[config.mk]
export PLATFORM = sky130hd
export DESIGN_NAME = mac_seq_ctrl_flat
export DESIGN_NICKNAME = d
export VERILOG_FILES = /design/src/rtl/mac_seq_ctrl_if.sv /design/src/rtl/mac_seq_ctrl.sv /design/src/flat_wrapper.sv
export SDC_FILE = /design/constraint.sdc
export NUM_CORES = 1
export LEC_CHECK = 0
export ABC_AREA = 1
export CAP_MARGIN = 20
export CORE_AREA = 2 2 226 228
export CTS_CLUSTER_DIAMETER = 200
export DETAILED_ROUTE_END_ITERATION = 10
export DIE_AREA = 0 0 228 230
export RECOVER_POWER = 100
export SETUP_SLACK_MARGIN = 0.15
export SLEW_MARGIN = 5
export SYNTH_ARGS = -nofsm -noshare
export SYNTH_HDL_FRONTEND = slang
export SYNTH_SLANG_ARGS = --single-unit
[constraint.sdc]
create_clock -name clk -period 5.8 [get_ports clk]
set_input_delay 1.16 -clock clk [delete_from_list [all_inputs] [get_ports clk]]
set_output_delay 1.16 -clock clk [all_outputs]
set_load 0.02 [all_outputs]
[src/rtl/mac_seq_ctrl_if.sv]
// Bus bundle between the MAC sequencer and its environment (memories, MAC, result sink).
// master : the sequencer side (drives addresses, MAC operands, status and results)
// slave  : the environment side (drives start, memory read data and the MAC sum)
interface mac_seq_ctrl_if #(
  parameter int PADDR_W = 6,
  parameter int WADDR_W = 9,
  parameter int ACC_W   = 26,
  parameter int NIDX_W  = 4
);
  logic               start;
  logic               busy;
  logic               done;
  logic [PADDR_W-1:0] pix_addr;
  logic [WADDR_W-1:0] wgt_addr;
  logic [127:0]       pix_data;
  logic [127:0]       wgt_data;
  logic [127:0]       mac_pixels;
  logic [127:0]       mac_weights;
  logic [19:0]        mac_sum;
  logic               result_valid;
  logic [NIDX_W-1:0]  result_idx;
  logic [ACC_W-1:0]   result_acc;
  logic [NIDX_W-1:0]  digit_out;

  modport master (
    input  start, pix_data, wgt_data, mac_sum,
    output busy, done, pix_addr, wgt_addr, mac_pixels, mac_weights,
           result_valid, result_idx, result_acc, digit_out
  );

  modport slave (
    output start, pix_data, wgt_data, mac_sum,
    input  busy, done, pix_addr, wgt_addr, mac_pixels, mac_weights,
           result_valid, result_idx, result_acc, digit_out
  );
endinterface

[src/rtl/mac_seq_ctrl.sv]
// Sequencer for a 16-lane 8-bit MAC pipeline. Streams NUM_CHUNKS pixel/weight words
// per neuron from synchronous memories into the MAC, accumulates the MAC sums into one
// dot product per neuron and tracks the argmax over NUM_NEURONS neurons.
// Ports: clk, rst (async, active high), bus (mac_seq_ctrl_if.master):
//   start/busy/done frame handshake, pix_addr/wgt_addr memory addresses,
//   pix_data/wgt_data memory data, mac_pixels/mac_weights/mac_sum MAC link,
//   result_valid/result_idx/result_acc per-neuron result, digit_out predicted digit.
//
// state | meaning
// IDLE  | waiting for start
// ISSUE | one chunk address per cycle for the current neuron
// DRAIN | all chunks issued, waiting for the tagged last sum
// NEXT  | final neuron result pulsing, argmax compare in progress
// FIN   | done pulse, digit_out valid
module mac_seq_ctrl #(
  parameter int NUM_CHUNKS  = 49,
  parameter int NUM_NEURONS = 10,
  parameter int PADDR_W     = 6,
  parameter int WADDR_W     = 9,
  parameter int ACC_W       = 26,
  parameter int NIDX_W      = 4
) (
  input  logic           clk,
  input  logic           rst,
  mac_seq_ctrl_if.master bus
);
  typedef enum logic [2:0] {IDLE, ISSUE, DRAIN, NEXT, FIN} state_t;

  state_t             state, state_nxt;
  logic [PADDR_W-1:0] chunk;
  logic [WADDR_W-1:0] waddr;
  logic [NIDX_W-1:0]  neuron;
  logic [3:0]         tag_v, tag_f, tag_l;
  logic [ACC_W-1:0]   acc, acc_nxt, res_acc, best;
  logic               res_valid;
  logic [NIDX_W-1:0]  res_idx, digit;
  logic               issue, last_chunk, last_neuron, sum_last;
  logic               busy_c, done_c;

  assign last_chunk  = (chunk == PADDR_W'(NUM_CHUNKS - 1));
  assign last_neuron = (neuron == NIDX_W'(NUM_NEURONS - 1));
  assign issue       = (state == ISSUE);
  assign sum_last    = tag_v[3] & tag_l[3];

  always_ff @(posedge clk or posedge rst) begin
    if (rst) state <= IDLE;
    else     state <= state_nxt;
  end

  // Between neurons DRAIN returns straight to ISSUE so the next neuron's first
  // address lines up with the previous neuron's result pulse.
  always_comb begin
    state_nxt = state;
    case (state)
      IDLE:    if (bus.start) state_nxt = ISSUE;
      ISSUE:   if (last_chunk) state_nxt = DRAIN;
      DRAIN:   if (sum_last) state_nxt = last_neuron ? NEXT : ISSUE;
      NEXT:    state_nxt = FIN;
      FIN:     state_nxt = IDLE;
      default: state_nxt = IDLE;
    endcase
  end

  always_comb begin
    busy_c = (state == ISSUE) || (state == DRAIN) || (state == NEXT);
    done_c = (state == FIN);
  end

  // chunk doubles as pix_addr; waddr runs continuously across neurons so it
  // equals neuron*NUM_CHUNKS + chunk without a multiplier.
  always_ff @(posedge clk or posedge rst) begin
    if (rst) begin
      chunk  <= '0;
      waddr  <= '0;
      neuron <= '0;
    end else if (state == IDLE && bus.start) begin
      chunk  <= '0;
      waddr  <= '0;
      neuron <= '0;
    end else if (issue && !last_chunk) begin
      chunk <= chunk + 1'b1;
      waddr <= waddr + 1'b1;
    end else if (state == DRAIN && sum_last && !last_neuron) begin
      chunk  <= '0;
      waddr  <= waddr + 1'b1;
      neuron <= neuron + 1'b1;
    end
  end

  // Tag stage 3 lines up with mac_sum for the address issued four cycles earlier.
  always_ff @(posedge clk or posedge rst) begin
    if (rst) begin
      tag_v <= '0;
      tag_f <= '0;
      tag_l <= '0;
    end else begin
      tag_v <= {tag_v[2:0], issue};
      tag_f <= {tag_f[2:0], issue && (chunk == '0)};
      tag_l <= {tag_l[2:0], issue && last_chunk};
    end
  end

  always_comb begin
    if (tag_f[3]) acc_nxt = {{(ACC_W-20){1'b0}}, bus.mac_sum};
    else          acc_nxt = acc + {{(ACC_W-20){1'b0}}, bus.mac_sum};
  end

  always_ff @(posedge clk or posedge rst) begin
    if (rst) begin
      acc       <= '0;
      res_valid <= 1'b0;
      res_acc   <= '0;
      res_idx   <= '0;
    end else begin
      res_valid <= sum_last;
      if (tag_v[3]) acc <= acc_nxt;
      if (sum_last) begin
        res_acc <= acc_nxt;
        res_idx <= neuron;
      end
    end
  end

  // Strict compare keeps the lower index on ties; neuron 0 always seeds the search.
  always_ff @(posedge clk or posedge rst) begin
    if (rst) begin
      best  <= '0;
      digit <= '0;
    end else if (res_valid && (res_idx == '0 || res_acc > best)) begin
      best  <= res_acc;
      digit <= res_idx;
    end
  end

  assign bus.busy         = busy_c;
  assign bus.done         = done_c;
  assign bus.pix_addr     = chunk;
  assign bus.wgt_addr     = waddr;
  assign bus.mac_pixels   = bus.pix_data;
  assign bus.mac_weights  = bus.wgt_data;
  assign bus.result_valid = res_valid;
  assign bus.result_idx   = res_idx;
  assign bus.result_acc   = res_acc;
  assign bus.digit_out    = digit;
endmodule

[src/flat_wrapper.sv]
// flat-port wrapper written by rule: the top's interface ports become plain ports
module mac_seq_ctrl_flat 
#(
  parameter int NUM_CHUNKS  = 49,
  parameter int NUM_NEURONS = 10,
  parameter int PADDR_W     = 6,
  parameter int WADDR_W     = 9,
  parameter int ACC_W       = 26,
  parameter int NIDX_W      = 4
)
  (clk, rst, bus_start, bus_pix_data, bus_wgt_data, bus_mac_sum, bus_busy, bus_done, bus_pix_addr, bus_wgt_addr, bus_mac_pixels, bus_mac_weights, bus_result_valid, bus_result_idx, bus_result_acc, bus_digit_out);
  mac_seq_ctrl_if #(.PADDR_W(PADDR_W), .WADDR_W(WADDR_W), .ACC_W(ACC_W), .NIDX_W(NIDX_W)) bus_i ();
  input  logic clk;
  input  logic rst;
  input wire logic [$bits(bus_i.start)-1:0] bus_start;
  input wire logic [$bits(bus_i.pix_data)-1:0] bus_pix_data;
  input wire logic [$bits(bus_i.wgt_data)-1:0] bus_wgt_data;
  input wire logic [$bits(bus_i.mac_sum)-1:0] bus_mac_sum;
  output wire logic [$bits(bus_i.busy)-1:0] bus_busy;
  output wire logic [$bits(bus_i.done)-1:0] bus_done;
  output wire logic [$bits(bus_i.pix_addr)-1:0] bus_pix_addr;
  output wire logic [$bits(bus_i.wgt_addr)-1:0] bus_wgt_addr;
  output wire logic [$bits(bus_i.mac_pixels)-1:0] bus_mac_pixels;
  output wire logic [$bits(bus_i.mac_weights)-1:0] bus_mac_weights;
  output wire logic [$bits(bus_i.result_valid)-1:0] bus_result_valid;
  output wire logic [$bits(bus_i.result_idx)-1:0] bus_result_idx;
  output wire logic [$bits(bus_i.result_acc)-1:0] bus_result_acc;
  output wire logic [$bits(bus_i.digit_out)-1:0] bus_digit_out;
  assign bus_i.start = bus_start;
  assign bus_i.pix_data = bus_pix_data;
  assign bus_i.wgt_data = bus_wgt_data;
  assign bus_i.mac_sum = bus_mac_sum;
  assign bus_busy = bus_i.busy;
  assign bus_done = bus_i.done;
  assign bus_pix_addr = bus_i.pix_addr;
  assign bus_wgt_addr = bus_i.wgt_addr;
  assign bus_mac_pixels = bus_i.mac_pixels;
  assign bus_mac_weights = bus_i.mac_weights;
  assign bus_result_valid = bus_i.result_valid;
  assign bus_result_idx = bus_i.result_idx;
  assign bus_result_acc = bus_i.result_acc;
  assign bus_digit_out = bus_i.digit_out;
  mac_seq_ctrl #(.NUM_CHUNKS(NUM_CHUNKS), .NUM_NEURONS(NUM_NEURONS), .PADDR_W(PADDR_W), .WADDR_W(WADDR_W), .ACC_W(ACC_W), .NIDX_W(NIDX_W)) u_core (.clk(clk), .rst(rst), .bus(bus_i));
endmodule
==> results.ini <==
[yosys]
synthTopCellsByCount = nand2_1 (368), buf_4 (260), inv_1 (132)
muxShareOfSynthArea_pct = 0
synth_seq_area_share_pct = 32.63
syn_avg_cell_area_sq_um = 7.284
synthArstFlopShare_pct = 100.0
synth-simple-area-share_pct = 26.91
synthXorXnorAreaFrac_pct = 0.4719
synth_top_cells_by_area = dfrtp_1 (33%), buf_4 (21%), nand2_1 (15%), ha_1 (6.9%), inv_1 (5.3%)
synth_most_common_cell = nand2_1
synth_fa_ha_area_share_pct = 7.092
yosys.cell_types.count = 38
synth_top_area_share_pct = 32.63
synth-edff-count = 0
synth_largest_area_cell = dfrtp_1
synthesis.instances = 1274
syn_area_sq_um = 9280
synth_seq_cells = 121
synth-compound-area-share_pct = 5.326
syn_nets = 1605
yosys_warnings = 0
synthFlopType = dfrtp_1
synth_top_family_by_area = buffers and inverters

[routing]
remaining_drc_errors = 0
drt-initial-drc-count = 528
drt-pass1-iter-count = 5
via_count = 7073
post_drt_via_cell_ratio = 3.985
ant_nets = 0
routedWlPerCell_microns = 14.38
wl_mm = 25.52

[timing]
post-route-period-util_pct = 69.30
tightest_slew_ns = 2.391
fmax_mhz = 248.8
finalHoldViolCount = 0
slew_headroom_pct = -60.28
maxSlewViolCount = 124
setup_tns_ns = 0
finalCriticalPeriod_ns = 4.019
setup_slack_ns = 1.781
rsz0062_at_grt = false
fin_skew_ns = 0.009268
setup_violations = 0

[floorplan]
dieArea_sq_um = 52440
die_w_microns = 228
rows = 82
initial_core_util_pct = 18.61
core_sq_um = 49860
io_pins = 587
die_h_microns = 230

[clock_tree]
hold_buffers = 0
clk_pin_slew_ns = 0.06
cts_tree = done
cts_resized = 0
h-tree-depth = 4
numCtsBuffers = 17
cts_setup_buffers = 0
clkLatencyLatePin_ns = 0.43
cts.sinks = 121
cts-root-buf = clkbuf_16
clock_path_buffers = 2

[layout]
final_layout_size_suffix_gt1_share_pct = 4.261
finalNetCount = 1423
diodes = 0
num-fill-cells = 5684
final_util_pct = 18.84
syn_to_final_growth_pct = 1.213

[worst_setup_path]
crit_fanout = 31
crit_chain = ha_1 -> nand2_1 -> nor2_1 -> nand3_1 -> nand3_1 -> nand2_1 -> nand3_1 -> nand2_1 -> nand2_1 -> clkbuf_1 -> nand2_1 -> buf_16 -> nand2_1 -> nand2_1
worst_path_most_repeated_cell = nand2_1
start_kind = flop
ff2ff_setup_slack_ns = 1.78
crit_required_ns = 6.11
crit_buf_inv = 2
r2r-end = u_core.best[0]
cp_data_arrival_time_ns = 4.33
ff2ff_path_depth = 14
r2r_start = u_core.bus.result_acc[9]
cp-end-kind = flop
critPathKind = reg -> reg
crit_family = simple AND/OR/NAND/NOR gates
path_depth = 14
slowest_delay_ns = 1.16
slowest_stage = clkbuf_1

[pwr]
power_density_nw_per_um2 = 424.8
clockPowerShare_pct = 24.5
power_switching_mw = 1.744
power_leakage_nw = 4.514
peakVddDrop_uv = 242.6
intPower_mw = 2.246
seq_power_share_pct = 31.1
design_power_total_mw = 3.990
switching_share_pct = 43.71
pwr-share-comb_pct = 44.4

[run_status]
failed_checks = max-capacitance violations, max-slew violations
status = finished with violations

[placed_design]
port_buffers = 74
dp_worst_setup_slack_ns = 2.355
finalWeightedCongestion = 0.8890
place_hpwl_mm = 19.65

[global_routing]
first_global_vias = 7046
grt_overflow = 0
antenna_found_initial = 2
grt_pass1_wl_mm = 39.70
grt_max_degree = 53
grt_usage_pct = 9.708

[min_path]
whs_path_depth = 0
hold_path.startpoint = u_core.tag_f[1]
hold_end = u_core.tag_f[2]
min_path_type = reg -> reg

[flow_run]
maxCapViolations = 3

==> through the flow <==
step	hold WS (ns)	cells	instance area, sq um
finish	0.3459	1775	9393
global route	0.3525	1775	9393
CTS	0.3476	1775	9427
detailed placement	0.3347	1745	8900
global placement	0.3354	1744	8872
floorplan	0.3312	1274	9280
==> routing by layer <==
layer  vias to the layer above  GRT usage (%)  routed length, microns
li1                       3397              -                       -
met1                      3230          12.11                   11220
met2                       373          13.47                   10310
met3                        65          5.667                    3306
met4                         8          3.717                     587
met5                         -          1.379                      96
==> cell type report <==
| type | instances | area [sq um] | share of cell area [%] |
|---|---|---|---|
| multi-input cells | 733 | 3671 | 39.08 |
| flip-flops and latches | 121 | 3028 | 32.24 |
| well taps | 672 | 840.8 | 8.952 |
| repair buffers | 82 | 810.8 | 8.632 |
| inverters | 137 | 515.5 | 5.488 |
| clock buffers | 20 | 446.7 | 4.756 |
| clock inverters | 10 | 80.08 | 0.8525 |
==> cells by family (layout without fill, tap and decap cells) <==
group,after synthesis,after routing
AO/OA/AOI/OAI,89,89
flip-flops,121,121
adder cells (fa/ha/maj),52,52
AND/OR/NAND/NOR,587,587
buffers and inverters,420,249
XOR/XNOR,5,5
==> cells in the final DEF (no fill, tap or decap), types with 2 or more instances in the layout <==
master,n
a21oi_1,28
a31oi_1,10
and2_0,3
and2_1,2
buf_4,4
clkbuf_1,4
clkbuf_16,17
clkdlybuf4s50_1,18
clkinv_2,7
clkinvlp_4,2
dfrtp_1,121
dlygate4sd3_1,56
ha_1,51
inv_1,135
nand2_1,370
nand2_2,3
nand3_1,91
nand3b_1,9
nand4_1,23
nor2_1,63
nor3_1,13
o21ai_0,38
o21bai_1,2
o31ai_1,4
or2_2,6
xnor2_1,2
xor2_1,3
==> worst reg2reg max path, delay by kind of cell, from the launching register on <==
family / cells / cell delay, ns
adder cells (fa/ha/maj): 1 / 0.32
flip-flops: 1 / 0.42
AND/OR/NAND/NOR: 11 / 1.60
buffers and inverters: 2 / 1.55
==> state kept, by name, summed over array words and instances, names as in the netlist <==
name / flops
u_core.state: 3
u_core.bus.pix_addr: 6
u_core.neuron: 4
u_core.bus.wgt_addr: 9
u_core.bus.result_idx: 4
u_core.bus.digit_out: 4
u_core.bus.result_valid: 1
u_core.bus.result_acc: 26
u_core.tag_l: 4
u_core.tag_v: 4
u_core.acc: 26
u_core.best: 26
u_core.tag_f: 4
==> how the worst max path moves through the flow <==
stage / startpoint / to
after global placement: bus_mac_sum[0] / u_core.acc[12]
after detailed placement: bus_mac_sum[0] / u_core.acc[12]
final: u_core.bus.result_acc[9] / u_core.best[0]
after global routing: rst / u_core.acc[1]
after floorplan: rst / u_core.acc[0]
after CTS: bus_mac_sum[0] / u_core.acc[12]
==> power groups by stage <==
stage                     combinational, mW  sequential, mW  clock [mW]
after detailed placement               1.80            1.26           0
after CTS                              1.81            1.25        1.00
after global placement                 1.78            1.25           0
final                                  1.77            1.24       0.978
after global routing                   2.02            1.27        1.05
after floorplan                        1.50            1.24           0
(Power assumes the default switching activity.)
==> RTL edit, RTL diff (same settings) <==
`ACC_W` is set to 26 in 3 places; all go to 34.
--- a/src/rtl/mac_seq_ctrl_if.sv
+++ b/src/rtl/mac_seq_ctrl_if.sv
@@ -5,5 +5,5 @@
   parameter int PADDR_W = 6,
   parameter int WADDR_W = 9,
-  parameter int ACC_W   = 26,
+  parameter int ACC_W   = 34,
   parameter int NIDX_W  = 4
 );
--- a/src/rtl/mac_seq_ctrl.sv
+++ b/src/rtl/mac_seq_ctrl.sv
@@ -18,5 +18,5 @@
   parameter int PADDR_W     = 6,
   parameter int WADDR_W     = 9,
-  parameter int ACC_W       = 26,
+  parameter int ACC_W       = 34,
   parameter int NIDX_W      = 4
 ) (
--- a/src/flat_wrapper.sv
+++ b/src/flat_wrapper.sv
@@ -6,5 +6,5 @@
   parameter int PADDR_W     = 6,
   parameter int WADDR_W     = 9,
-  parameter int ACC_W       = 26,
+  parameter int ACC_W       = 34,
   parameter int NIDX_W      = 4
 )
Ports: changed (resized bus_result_acc); port bits go from 587 to 595. No check against the original RTL was run, so the function may have changed too.
==> RTL edit against the unedited design <==
- the flow still finishes with violations (capacitance limit, slew limit)
- synthesized cell count rose by 11%
- worst setup slack improved by 4.8 ps
- via count up 16%
- count of clock-buffer cells in the layout decreased by 3
- clock power is 16% higher
- final cell count up 7.8%
- routed wire length up 23%
- final area rose by 15%
- sequential cell count increased by 24
- power is 10% higher
- fmax rose by 0.12%
- critical path depth shrank 2
- synthesized area rose by 14%
- critical endpoint is now u_core.bus.wgt_addr[6]
==> RTL edit: results (changes against the unedited design) <==
status finished with violations; failing checks capacitance limit, slew limit; clock tree buffer depth 2 (unchanged); Layout Skew 21.3 ps (+12.0 ps); Async SR Flop Fraction 1.00 (unchanged); R2R depth 12 (-2); Pleak 4.88 nW (+8.1%); first-pass GRT wire length 48000 um (+21%); Total GRT Usage 0.120 (+0.0225); CTS Buf Count 17 (unchanged); H-tree levels 4 (unchanged); Hold Path Stages 0 (unchanged); post-synthesis sequential area ratio 0.344 (+0.0173); reg2reg end u_core.bus.wgt_addr[6]; Synth top cells by count nand2_1, buf_4, dfrtp_1; CTS resizes 0 (unchanged); slew of the pin with the lowest slew margin 2200 ps (-190 ps); via count 8232 (+16%); min-delay src u_core.tag_f[0]; MaxCap Viol Count 2 (-1); largest net degree at the start of global routing 113 (+110%); fin. max-slew vios 84 (-32%); HP Class reg -> reg; worst skew pair latency 460 ps (+30 ps); hpwl dp 24200 um (+23%); # port buffers 82 (+11%); gpl congestion 0.890 (+0.15%); initial antenna violation count 0 (-2); DP Area 10200 um2 (+14%); Nets 1567 (+10%); post-synth cell types 47 (+24%); clk slew on worst S/H paths about 70 ps; Worst VDD drop 0.187 mV (-23%); Worst Path Max Fanout 46 (+48%); Net Count, Synth 1748 (+8.9%); share of cells above drive strength 1 0.0443 (+0.00171); CP arrival 4400 ps (+70 ps); Syn. warnings 0 (unchanged); Fill cells 5580 (-1.8%); DR pass1 iterations 6 (+1); postcts setup bufs 0 (unchanged); synth top area cells dfrtp_1, buf_4, nand2_1, ha_1, nand3_1; per-cell routed wire length 16.5 um (+14%); Final Hold Slack 349 ps (+3.38 ps); vias in the first global route 7973 (+13%); WHS Endpoint u_core.tag_f[1]; setup slack, reg-to-reg 1790 ps (about the same); Initial DRC Count 652 (+23%); r2r startpoint u_core.tag_v[3]; clock root buffer master clkbuf_16
## RTL edit: worst max path at each step
stage | startpoint | cells after the start | slack [ps] | endpoint
final | u_core.tag_v[3] | 12 | 1790 | u_core.bus.wgt_addr[6]
after floorplan | rst | 1 | 750 | u_core.acc[0]
after detailed placement | bus_mac_sum[2] | 10 | 2280 | u_core.acc[13]
after global routing | u_core.tag_v[3] | 12 | 1310 | u_core.bus.wgt_addr[6]
after global placement | bus_mac_sum[2] | 10 | 2270 | u_core.acc[13]
after CTS | u_core.state[0] | 3 | 2650 | bus_busy
## RTL edit: cell type report
type                    instances  area share
multi-input cells             834       0.395
flip-flops and latches        145       0.337
repair buffers                 90      0.0847
well taps                     672      0.0780
inverters                     140      0.0489
clock buffers                  17      0.0395
clock inverters                15      0.0169
## RTL edit: where the power goes
part	internal (W)	leakage, nW	switching (W)
logic	0.000618	2.81	0.00120
registers	0.00123	1.77	0.000223
clock network	0.000583	0.293	0.000551
total	0.00243	4.88	0.00198
## RTL edit: per-stage QoR
stage | power [W] | cells | utilization | worst slack (ps)
after floorplan | 0.00295 | 1409 | - | 745
after global placement | 0.00330 | 1879 | 0.204 | 2270
after detailed placement | 0.00332 | 1879 | 0.204 | 2280
after CTS | 0.00448 | 1911 | 0.216 | 2650
after global routing | 0.00477 | 1913 | 0.216 | 1310
final | 0.00441 | 1913 | 0.216 | 1790
## RTL edit: metal layers
layer / vias to the layer above / part of all wire / GRT usage
li1: 3927 / - / -
met2: 333 / 0.45 / 0.187
met1: 3865 / 0.40 / 0.134
met5: - / 0 / 0.00184
met4: 0 / 0.041 / 0.0635
met3: 107 / 0.11 / 0.0593
## RTL edit: cells by family (layout without fill, tap and decap cells)
group,Yosys count,count (layout),share of synthesized area
buffers and inverters,430,262,0.249
XOR/XNOR,4,4,0.00332
AO/OA/AOI/OAI,145,145,0.0750
flip-flops,145,145,0.344
AND/OR/NAND/NOR,625,625,0.258
adder cells (fa/ha/maj),60,60,0.0718
## RTL edit: worst max-delay path, stage by stage, from the launching register on
cell and delay (ps):
dfrtp_1 320, buf_4 390, nand2_4 450, inv_1 1120
nand3_1 240, and2_0 270, nand2_1 360, nand3_1 200
nor3_1 290, nand2_2 90, nand2_1 70, nand2_1 40
nor2_1 100
